**src/rtl/if_id_queue_pkg.sv**
```systemverilog
// Shared constants and types for the IF/ID instruction queue.
package if_id_pkg;

    localparam logic [31:0] NOP_INSN = 32'h00000013;
    localparam int XLEN = 32;

    typedef struct packed {
        logic [XLEN-1:0] ir;
        logic [XLEN-1:0] pc;
        logic [XLEN-1:0] ra;
    } fetch_entry_t;

    // Occupancy counter must represent 0..DEPTH inclusive.
    function automatic int count_width(input int depth);
        return $clog2(depth) + 1;
    endfunction

endpackage

```
**src/rtl/if_id_queue.sv**
```systemverilog
// IF->ID decoupling queue: circular buffer, flushed on control-flow redirect.
// Define IF_ID_BYPASS_EN for zero-latency pass-through when the queue is empty.
module if_id_queue
    import if_id_pkg::*;
#(
    parameter int DEPTH = 2,
    parameter int WIDTH = 32
) (
    input  logic                            clk,
    input  logic                            rst,
    input  logic                            in_valid,
    output logic                            in_ready,
    input  logic [WIDTH-1:0]                in_ir,
    input  logic [WIDTH-1:0]                in_pc,
    input  logic [WIDTH-1:0]                in_ra,
    input  logic                            flush,
    output logic                            out_valid,
    input  logic                            out_ready,
    output logic [WIDTH-1:0]                out_ir,
    output logic [WIDTH-1:0]                out_pc,
    output logic [WIDTH-1:0]                out_ra,
    output logic [count_width(DEPTH)-1:0]   count
);

    localparam int PW = $clog2(DEPTH);
    localparam int CW = count_width(DEPTH);

    typedef struct packed {
        logic [WIDTH-1:0] ir;
        logic [WIDTH-1:0] pc;
        logic [WIDTH-1:0] ra;
    } entry_t;

    entry_t          mem [DEPTH];
    entry_t          head;
    logic [PW-1:0]   wr_ptr;
    logic [PW-1:0]   rd_ptr;
    logic            push;
    logic            pop;
    logic            bypass;

    // Registered-state only, so IF's PC enable never sees ID's stall.
    assign in_ready = (count != CW'(DEPTH));

    always_comb begin
        head      = mem[rd_ptr];
        out_valid = (count != '0) && !flush;
        bypass    = 1'b0;
`ifdef IF_ID_BYPASS_EN
        if ((count == '0) && in_valid && !flush) begin
            bypass    = 1'b1;
            out_valid = 1'b1;
            head      = '{ir: in_ir, pc: in_pc, ra: in_ra};
        end
`endif
        pop    = out_valid && out_ready && !bypass;
        // A bypassed instruction consumed this cycle is never stored.
        push   = in_valid && in_ready && !flush && !(bypass && out_ready);
        out_ir = out_valid ? head.ir : WIDTH'(NOP_INSN);
        out_pc = out_valid ? head.pc : '0;
        out_ra = out_valid ? head.ra : '0;
    end

    always_ff @(posedge clk) begin
        if (rst || flush) begin
            wr_ptr <= '0;
            rd_ptr <= '0;
            count  <= '0;
        end else begin
            if (push)
                wr_ptr <= wr_ptr + PW'(1);
            if (pop)
                rd_ptr <= rd_ptr + PW'(1);
            case ({push, pop})
                2'b10:   count <= count + CW'(1);
                2'b01:   count <= count - CW'(1);
                default: count <= count;
            endcase
        end
    end

    always_ff @(posedge clk) begin
        if (push && !rst)
            mem[wr_ptr] <= '{ir: in_ir, pc: in_pc, ra: in_ra};
    end

endmodule

```
**config.mk**
```make
export PLATFORM = sky130hd
export DESIGN_NAME = if_id_queue
export DESIGN_NICKNAME = d
export VERILOG_FILES = /design/src/rtl/if_id_queue_pkg.sv /design/src/rtl/if_id_queue.sv
export SDC_FILE = /design/constraint.sdc
export NUM_CORES = 1
export LEC_CHECK = 0
export CAP_MARGIN = 25
export CORE_MARGIN = 2
export CORE_UTILIZATION = 40
export CTS_CLUSTER_SIZE = 25
export DETAILED_ROUTE_END_ITERATION = 6
export PLACE_DENSITY_LB_ADDON = 0.2
export SYNTH_ARGS = -nofsm -noshare
export SYNTH_HDL_FRONTEND = slang
export SYNTH_SLANG_ARGS = --single-unit
```
**constraint.sdc**
```tcl
create_clock -name clk -period 14.4 [get_ports clk]
set_input_delay 2.88 -clock clk [delete_from_list [all_inputs] [get_ports clk]]
set_output_delay 2.88 -clock clk [all_outputs]
set_load 0.1 [all_outputs]
```
== After elaboration in Yosys (flattened, before gate mapping) ==
Memories as Yosys holds them, arrays and structs flattened. A register that Yosys moved wholly into a read port is not among the register bits.
Cells that the tools add are included.
Widths: inputs -> output; s select.

* Register bits after elaboration: 4
* Bits in writable memories: 192
* Input bits: 101
* Output and inout port bits: 100
* Memories: 1

{| class="wikitable"
|+ Memory list
! name !! depth !! bits a word !! rd ports !! clocked after Yosys merged registers in !! write ports !! RTL line !! RTL
|-
| mem || 2 || 96 || 1 || 1 || 1 || if_id_queue.sv:34 || <nowiki>entry_t mem [DEPTH];</nowiki>
|}

* Add/subtract/negate cells: 4
* Eq/ne operators: 3
* Multiplexer cells: 8
* Reduce and logical (&&, ||, !) cells: 10

{| class="wikitable"
|+ Operators by type and width
! operator !! number
|-
| $mux 32 || 3
|-
| $logic_and 1x1->1 || 5
|-
| $mux 1 || 4
|-
| $pmux 2 s2 || 1
|-
| $reduce_bool 2->1 || 2
|-
| $add 1x1->1 const B || 2
|-
| $add 2x1->2 const B || 1
|-
| $eq 2x1->1 const B || 1
|-
| $eq 2x2->1 const B || 1
|-
| $logic_not 1->1 || 2
|-
| $ne 2x2->1 const B || 1
|-
| $sub 2x1->2 const B || 1
|-
| $logic_or 1x1->1 || 1
|}

== Longest topological paths before layout ==
Gate-level depths: netlist (run 1).

* Depth in word-level cells: 6
* Mapped depth: 9
* Mapped depth without buffers: 8

== Worst setup path after synthesis (run 1) ==
No wires, ideal clock.

* Kind: input-to-reg
* Start: input flush
* End: memory mem[0][0] (netlist name) (enable)
* Setup time: 787 ps
* Arrival: 12377 ps
* Data required time: 13613 ps
* Setup slack: 1236 ps
* Stages on the path: 3
* Buffers on the path: 1
* Cells stage by stage: or2_2 clkbuf_1 nor4_1

* Cells in the longest elaborated chain, start to end: 5

{| class="wikitable"
|+ Ends and longest elaborated chain
! what !! RTL line !! RTL
|-
| start: declaration || if_id_queue.sv:16 || <nowiki>input logic flush,</nowiki>
|-
| $logic_not 1->1 || if_id_queue.sv:58 || <nowiki>push = in_valid && in_ready && !flush && !(bypass && out_ready);</nowiki>
|-
| $logic_and 1x1->1 || if_id_queue.sv:58 ||
|-
| $logic_and 1x1->1 || if_id_queue.sv:83 || <nowiki>if (push && !rst)</nowiki>
|-
| $mux 1 || if_id_queue.sv:83 ||
|-
| $mux 1 (not written as such) || if_id_queue.sv:84 || <nowiki>mem[wr_ptr] <= '{ir: in_ir, pc: in_pc, ra: in_ra};</nowiki>
|-
| end: declaration || if_id_queue.sv:34 ||
|}

No other way between the ends.

== Worst setup path after layout (run 1) ==
* Start: input flush
* End: output out_ir[22]

* Cells in the longest elaborated chain, start to end: 3

{| class="wikitable"
|+ Ends and longest elaborated chain
! what !! RTL line !! RTL
|-
| $logic_not 1->1 || if_id_queue.sv:47 || <nowiki>out_valid = (count != '0) && !flush;</nowiki>
|-
| $logic_and 1x1->1 || if_id_queue.sv:47 ||
|-
| $mux 32 || if_id_queue.sv:59 || <nowiki>out_ir = out_valid ? head.ir : WIDTH'(NOP_INSN);</nowiki>
|-
| end: declaration || if_id_queue.sv:19 || <nowiki>output logic [WIDTH-1:0] out_ir,</nowiki>
|}

No other way between the ends.

==> flow_summary.json, run 1 <==
{
  "synth_top_area_share_pct": 76.04,
  "area_growth_pct": 36.83,
  "clk_latency_ns": 0.42,
  "synthAdderAreaFrac_pct": 0.1650,
  "grt_usage_pct": 14.94,
  "synth_simple_gate_area_share_pct": 6.683,
  "grt_pass1_vias": 4358,
  "r2r-end": "count[1]",
  "first_iter_violations": 239,
  "arrival_ns": 5.74,
  "synth-seq-cells": 197,
  "critPathCaptureType": "output port",
  "grt_overflow": 0,
  "worst_ir_drop_vdd_v": 0.00008566,
  "via_count": 4176,
  "cts_buffers": 17,
  "drc": 0,
  "ff2ff_path_depth": 7,
  "yosysUniqueCellTypes": 22,
  "slew_violations": 0,
  "dp_hpwl_microns": 9369,
  "placed_cells": 855,
  "rsz0062_at_grt": "no",
  "r2r_slack_ns": 12.14,
  "dr.pass1.iters": 4,
  "final_cell_count_no_fill": 888,
  "max_freq_mhz": 116.0,
  "required_ns": 11.52,
  "viasPerCell": 4.703,
  "synthTopCellsByArea": "edfxtp_1 76%, mux2i_1 13%, nor2_1 4.3%",
  "synth.avg_cell_area_sq_um": 17.31,
  "synth_edf_count": 192,
  "fin_crit_sh_pct": 59.85,
  "syn_inst": 438,
  "final-hold-violation-count": 0,
  "wl_microns": 14600,
  "critPathKind": "primary input to output port",
  "synth_top_family_by_area": "multiplexers",
  "ant_nets": 0,
  "die_h_microns": 141.7,
  "max_slew_margin_pct": 32.36,
  "core_area_sq_um": 18640,
  "tightest_slew_ns": 1.011,
  "synthTopCellsByCount": "192 x edfxtp_1, 96 x mux2i_1, 87 x nor2_1",
  "period_minus_slack_ns": 8.618,
  "clk_pin_slew_ns": 0.06,
  "detail_route.wl_per_cell_microns": 16.44,
  "place.port_buffers": 200,
  "grt_max_degree": 55,
  "synthMuxAreaShare_pct": 12.67,
  "ctsHoldBuffers": 0,
  "gp_congestion": 0.7382,
  "synth_compound_area_share_pct": 0.3300,
  "setup_viol": 0,
  "syn-num-nets": 540,
  "p_per_area_nw_per_um2": 117.9,
  "hold_path_class": "flip-flop to flip-flop",
  "yosysTopAreaCell": "edfxtp_1",
  "status": "finished, final reports clean",
  "die_w_microns": 141.7,
  "cap_violations": 0,
  "power_w": 0.001223,
  "cts_buffer_depth": 2,
  "h-tree-depth": 4,
  "hp-start": "rd_ptr",
  "synth_warnings": 0,
  "seq_area_frac_synth_pct": 77.36,
  "fillers": 1504,
  "grt_pass1_wl_microns": 22760,
  "fin_worst_skew_ns": 0.006749,
  "cts_tree": "yes",
  "io-pin-count": 201,
  "cts_sinks": 197,
  "cts_setup_buffers": 0,
  "min_to": "rd_ptr",
  "cts_root_buffer": "clkbuf_16",
  "start_util_pct": 40.67,
  "finalSetupTns_ns": 0,
  "cp-start-kind": "primary input",
  "leakagePower_nw": 3.217,
  "path_max_fanout": 48,
  "rows": 50,
  "hold_depth": 2,
  "syn-cell-area_sq_um": 7582,
  "die_area_sq_um": 20070,
  "synth.most_common_cell": "edfxtp_1",
  "async_flop_share_pct": 0,
  "layout-drive-gt1-share_pct": 7.657,
  "post_cts_resized": 0,
  "synth-main-ff-cell": "edfxtp_1",
  "r2r-start": "count[0]",
  "synthXorXnorAreaFrac_pct": 0.3465,
  "antenna_found_initial": 1,
  "final_nets": 742
}
==> cells by family after synthesis <==
group	count (synthesis)
DFF	197
and+or+nand+nor	109
muxes	96
buffers and inverters	27
AOI/OAI and AO/OA	5
xor gates and xnor gates	3
adders and majority gates	1
==> flip-flops by register name (all words and copies together), names as in the netlist, named ones only <==
signal / cells
mem: 192
count: 2
rd_ptr: 1
wr_ptr: 1
==> metrics by stage <==
stage	setup WS, ns	util, %	hold slack (ns)	area (sq um)
finish	5.782	55.65	0.5071	10380
global route	5.643	55.64	0.5746	10370
CTS	5.779	55.64	0.5098	10370
detailed placement	5.772	52.41	0.4902	9771
global placement	5.826	52.41	0.4901	9771
floorplan	1.236	-	0.4712	7582
==> per-layer routing <==
metal	global-route usage (%)	vias to the layer above	part of all wire [%]
met5	0	-	0
met4	5.053	0	1.2
met3	5.164	12	6.4
met2	25.22	122	50
met1	17.99	2018	42
li1	-	2024	-
==> power breakdown <==
group	switching (W)	internal, W	leakage, nW
Sequential	0.00000331	0.000640	1.79
Clock	0.000204	0.000277	0.289
Combinational	0.0000599	0.0000388	1.14
Total	0.000267	0.000956	3.22
==> how the worst max path moves through the flow <==
stage          start    endpoint  slack (ns)  cells after the start
2_1_floorplan  flush   mem[0][0]        1.24                      3
3_3_place_gp   flush  out_ir[19]        5.83                      5
3_5_place_dp   flush  out_ir[22]        5.77                      5
4_1_cts        flush  out_ir[22]        5.78                      5
5_1_grt        flush   out_pc[8]        5.64                      5
6_report       flush  out_ir[22]        5.78                      5
==> critical path: stages <==
cell and delay, ns:
clkdlybuf4s50_1 0.49, or2_4 0.49, buf_4 0.62, nor2_1 0.14, clkdlybuf4s50_1 1.01
==> layout make-up <==
| type | count | area, sq um | share of cell area (%) |
|---|---|---|---|
| Antenna cell | 1 | 2.502 | 0.02412 |
| Clock buffer | 19 | 432.9 | 4.173 |
| Clock inverter | 13 | 168.9 | 1.628 |
| Inverter | 4 | 15.01 | 0.1447 |
| Multi-Input combinational cell | 214 | 1546 | 14.91 |
| Sequential cell | 197 | 5869 | 56.57 |
| Tap cell | 234 | 292.8 | 2.822 |
| Timing Repair Buffer | 206 | 2047 | 19.73 |
==> placed cells by master, fill, tap and decap left out, types with 2 or more instances in the layout <==
cell type / n
or3_1: 3
nor2_1: 87
buf_4: 6
a21oi_1: 2
inv_1: 4
clkdlybuf4s50_1: 200
bufinv_16: 3
edfxtp_1: 192
nor2_4: 10
nand2_1: 3
clkbuf_1: 2
o21ai_0: 3
clkinvlp_4: 2
dfxtp_1: 4
mux2i_1: 96
clkbuf_16: 17
inv_6: 5
xor2_1: 2
nor4_2: 2
Power figures use the tool's default switching activity.
==> inputs of run 2 (changes only) <==
clock period = 8.2 ns   (was 14.4 ns; I/O delays follow)
==> run 2 against run 1 <==
First-iteration DRC count fell by 19%. Critical path depth unchanged. Clock power up 69%. Combinational power rose by 77%. Die area is the same. Final cell count grew 0.11%. Sequential power rose by 75%. Global-route usage up 0.47 points. Hold slack got worse by 0.0042 ns.
==> flow_summary.json, run 2 (synthesized netlist as in run 1, its figures left out) <==
{
  "final-hold-violation-count": 0,
  "required_ns": 6.56,
  "grt_overflow": 0,
  "gp_congestion": 0.7200,
  "dr.pass1.iters": 4,
  "pre_cts_ws_ns": 2.022,
  "grt_pass1_vias": 4533,
  "path_max_fanout": 53,
  "status": "finished, final reports clean",
  "via_count": 4254,
  "fin_worst_skew_ns": 0.007947,
  "antenna_found_initial": 1,
  "fin_ws_ns": 2.066,
  "grt_pass1_wl_microns": 23380,
  "h-tree-depth": 4,
  "ff2ff_path_depth": 7,
  "slew_violations": 0,
  "period_minus_slack_ns": 6.134,
  "cp-start-kind": "primary input",
  "post_cts_resized": 0,
  "clk_pin_slew_ns": 0.06,
  "clk_latency_ns": 0.42,
  "wl_microns": 15060,
  "drc": 0,
  "max_freq_mhz": 163.0,
  "max_slew_margin_pct": 30.24,
  "regMostFlops": "mem",
  "viasPerCell": 4.785,
  "hold_path_class": "flip-flop to flip-flop",
  "arrival_ns": 4.49,
  "power_w": 0.002117,
  "hold_depth": 2,
  "layout_commonest_cell": "clkdlybuf4s50_1",
  "core_area_sq_um": 18640,
  "layout-drive-gt1-share_pct": 7.798,
  "die_w_microns": 141.7,
  "fin_crit_sh_pct": 74.81,
  "reg_top3": "mem: 192 flops, count: 2 flops",
  "ctsHoldBuffers": 0,
  "tightest_slew_ns": 1.043,
  "cap_violations": 0,
  "cts_buffer_depth": 2,
  "fillers": 1493,
  "io-pin-count": 201,
  "worst_ir_drop_vdd_v": 0.0001465,
  "final_cell_count_no_fill": 889,
  "area_growth_pct": 36.87,
  "detail_route.wl_per_cell_microns": 16.94,
  "ant_nets": 0,
  "grt_max_degree": 54,
  "setup_viol": 0,
  "rows": 50,
  "start_util_pct": 40.67,
  "critPathCaptureType": "output port",
  "cts_sinks": 197,
  "leakagePower_nw": 3.213,
  "grt_usage_pct": 15.41,
  "final_nets": 743,
  "hp-start": "rd_ptr",
  "first_iter_violations": 193,
  "dp_hpwl_microns": 9809,
  "placed_cells": 856,
  "cts_root_buffer": "clkbuf_16",
  "rsz0062_at_grt": "no",
  "p_per_area_nw_per_um2": 204.0,
  "largest_reg_flops": 192,
  "layout_common_cells": "200 x clkdlybuf4s50_1, 192 x edfxtp_1, 96 x mux2i_1",
  "cts_buffers": 17,
  "place.port_buffers": 200,
  "critPathKind": "primary input to output port",
  "cts_setup_buffers": 0,
  "setup.worst_path.start": "flush",
  "r2r-start": "count[0]",
  "die_h_microns": 141.7,
  "cts_tree": "yes",
  "die_area_sq_um": 20070
}
[run 2: cell count changes in the layout (fill, tap and decap cells not counted), sizes merged]
cell / delta
bufinv: -1
clkinv: +2
buf: +1
inv: -1
clkinvlp: +1
clkbuf: -1
[run 2: path summary, 6_finish.rpt]
path | to | slack [ns]
worst max-delay path | out_ir[13] | 2.07
worst min-delay path | flip-flop | 0.50
worst max register to register | count[1] | 5.79
worst min register to register | flip-flop | 0.50
[run 2: critical path, stage by stage]
cell	delay, ns
clkdlybuf4s50_1	0.50
or2_4	0.53
buf_4	0.61
nor2_1	0.12
clkdlybuf4s50_1	1.00
[run 2: routing by layer]
metal	GRT usage [%]	wire length (microns)
met5	0	0
met4	6.000	268
met3	4.421	900
met2	25.75	7434
met1	19.04	6457
[run 2: cell type report]
| class | count | area (sq um) | area share [%] |
|---|---|---|---|
| clock buffers | 18 | 429.2 | 4.136 |
| repair buffers | 207 | 2074 | 19.99 |
| diodes | 1 | 2.502 | 0.02411 |
| inverters | 4 | 15.01 | 0.1447 |
| flip-flops and latches | 197 | 5869 | 56.56 |
| clock inverters | 14 | 147.6 | 1.423 |
| multi-input cells | 214 | 1546 | 14.90 |
| well taps | 234 | 292.8 | 2.821 |
[run 2: metrics by stage]
step	utilization (%)	instance area, sq um	hold slack [ns]	setup TNS (ns)
6_report	55.66	10380	0.5028	0
5_1_grt	55.65	10380	0.5504	0
4_1_cts	55.65	10380	0.5119	0
3_5_place_dp	52.56	9798	0.4959	0
3_3_place_gp	52.41	9771	0.4907	0
2_1_floorplan	-	7582	0.4712	-714.82
[run 2: where the power goes]
group	switching (W)	internal, W	total [W]
sequential	0.00000520	0.00112	0.00113
combinational	0.000107	0.0000683	0.000175
clock	0.000360	0.000452	0.000812
total	0.000472	0.00165	0.00212
==> inputs of run 3 (changes only) <==
clock period = 4.9 ns   (was 8.2 ns; I/O delays follow)
==> run 3 against run 2 <==
Clock skew increased by 0.0032 ns. Sequential share of layout area grew 1.3 points. Clock power is 66% higher. Register-to-register slack worse by 3.3 ns. Sequential cell count unchanged.
==> flow_summary.json, run 3 (synthesized netlist as in run 1, its figures left out) <==
{
  "status": "finished, final reports clean",
  "fin_crit_sh_pct": 76.92,
  "critPathCaptureType": "output port",
  "cts_buffers": 17,
  "io-pin-count": 201,
  "final-hold-violation-count": 0,
  "layout_common_cells": "192 x edfxtp_1, 103 x clkdlybuf4s50_1, 101 x buf_4",
  "period_minus_slack_ns": 3.769,
  "grt_pass1_vias": 4274,
  "ctsHoldBuffers": 0,
  "setup_viol": 0,
  "hold_path_class": "flip-flop to flip-flop",
  "cts_tree": "yes",
  "p_per_area_nw_per_um2": 347.8,
  "grt_max_degree": 65,
  "final_cell_count_no_fill": 887,
  "via_count": 4181,
  "critPathKind": "primary input to output port",
  "start_util_pct": 40.67,
  "cap_violations": 0,
  "placed_cells": 855,
  "layout_commonest_cell": "edfxtp_1",
  "first_iter_violations": 144,
  "die_w_microns": 141.7,
  "slew_violations": 0,
  "antenna_found_initial": 0,
  "ant_nets": 0,
  "antenna_cells": 0,
  "max_slew_margin_pct": 35.38,
  "detail_route.wl_per_cell_microns": 16.39,
  "place.port_buffers": 200,
  "cp-start-kind": "primary input",
  "cts_root_buffer": "clkbuf_16",
  "power_w": 0.003530,
  "post_cts_resized": 0,
  "h-tree-depth": 4,
  "arrival_ns": 2.79,
  "rows": 50,
  "clk_pin_slew_ns": 0.07,
  "drc": 0,
  "die_h_microns": 141.7,
  "final_util_pct": 54.44,
  "tightest_slew_ns": 0.9663,
  "grt_usage_pct": 14.71,
  "core_area_sq_um": 18640,
  "dp_hpwl_microns": 9308,
  "regMostFlops": "mem",
  "hold_depth": 2,
  "grt_pass1_wl_microns": 22400,
  "rsz0062_at_grt": "no",
  "largest_reg_flops": 192,
  "ff2ff_path_depth": 7,
  "final_nets": 742,
  "worst_ir_drop_vdd_v": 0.0002196,
  "grt_overflow": 0,
  "layout-drive-gt1-share_pct": 22.97,
  "required_ns": 3.92,
  "reg_top3": "mem: 192 flops, count: 2 flops",
  "die_area_sq_um": 20070,
  "leakagePower_nw": 3.407,
  "gp_congestion": 0.7254,
  "finalSetupTns_ns": 0,
  "dr.pass1.iters": 4,
  "max_freq_mhz": 265.3,
  "cts_sinks": 197,
  "path_max_fanout": 64,
  "area_growth_pct": 33.86,
  "cts_buffer_depth": 2,
  "wl_microns": 14540,
  "clk_latency_ns": 0.42,
  "cts_setup_buffers": 0,
  "viasPerCell": 4.714,
  "fin_worst_skew_ns": 0.01117
}
## run 3: changes by cell type in the layout (fill, tap and decap cells not counted), moves of 2 or more
cell	previous run	this run
clkinv_2	1	4
buf_12	0	2
nor4_2	2	0
buf_4	6	101
nor4_4	0	2
clkdlybuf4s50_1	200	103
## run 3: layout make-up
class	instances	area, sq um
multi-input cells	214	1567
inverters	4	15.01
repair buffers	206	1829
fillers	1509	8493
clock inverters	15	150.1
flip-flops and latches	197	5871
clock buffers	17	425.4
well taps	234	292.8
## run 3: through the flow
step,hold slack [ns],worst slack [ns],area (sq um)
6_report,0.5227,1.131,10150
4_1_cts,0.5268,1.090,10150
5_1_grt,0.5865,0.9909,10150
3_3_place_gp,0.4970,1.106,9574
2_1_floorplan,0.4725,0.04257,7626
3_5_place_dp,0.5099,1.083,9574
## run 3: path summary, 6_finish.rpt
check | from | endpoint | slack, ns
setup / recovery | flush | out_pc[4] | 1.13
hold / removal | rd_ptr | rd_ptr | 0.52
setup reg to reg | count[1] | count[1] | 2.51
hold reg to reg | rd_ptr | rd_ptr | 0.52
## run 3: worst max-delay path: stages
cell and delay, ns:
clkdlybuf4s50_1 0.50, or2_4 0.65, buf_12 0.31, nor2_1 0.09, buf_4 0.24
## run 3: per-layer routing
layer	track usage, %	vias to the layer above	wire length (microns)
li1	-	2016	-
met1	17.90	2014	5869
met2	24.71	138	7434
met3	5.130	13	1105
met4	4.737	0	127
met5	0	-	0
## run 3: where the power goes
part / switching (W) / internal, W / total, W / leakage (nW)
clock network: 0.000597 / 0.000754 / 0.00135 / 0.278
logic: 0.000176 / 0.000111 / 0.000286 / 1.34
registers: 0.0000102 / 0.00188 / 0.00189 / 1.79
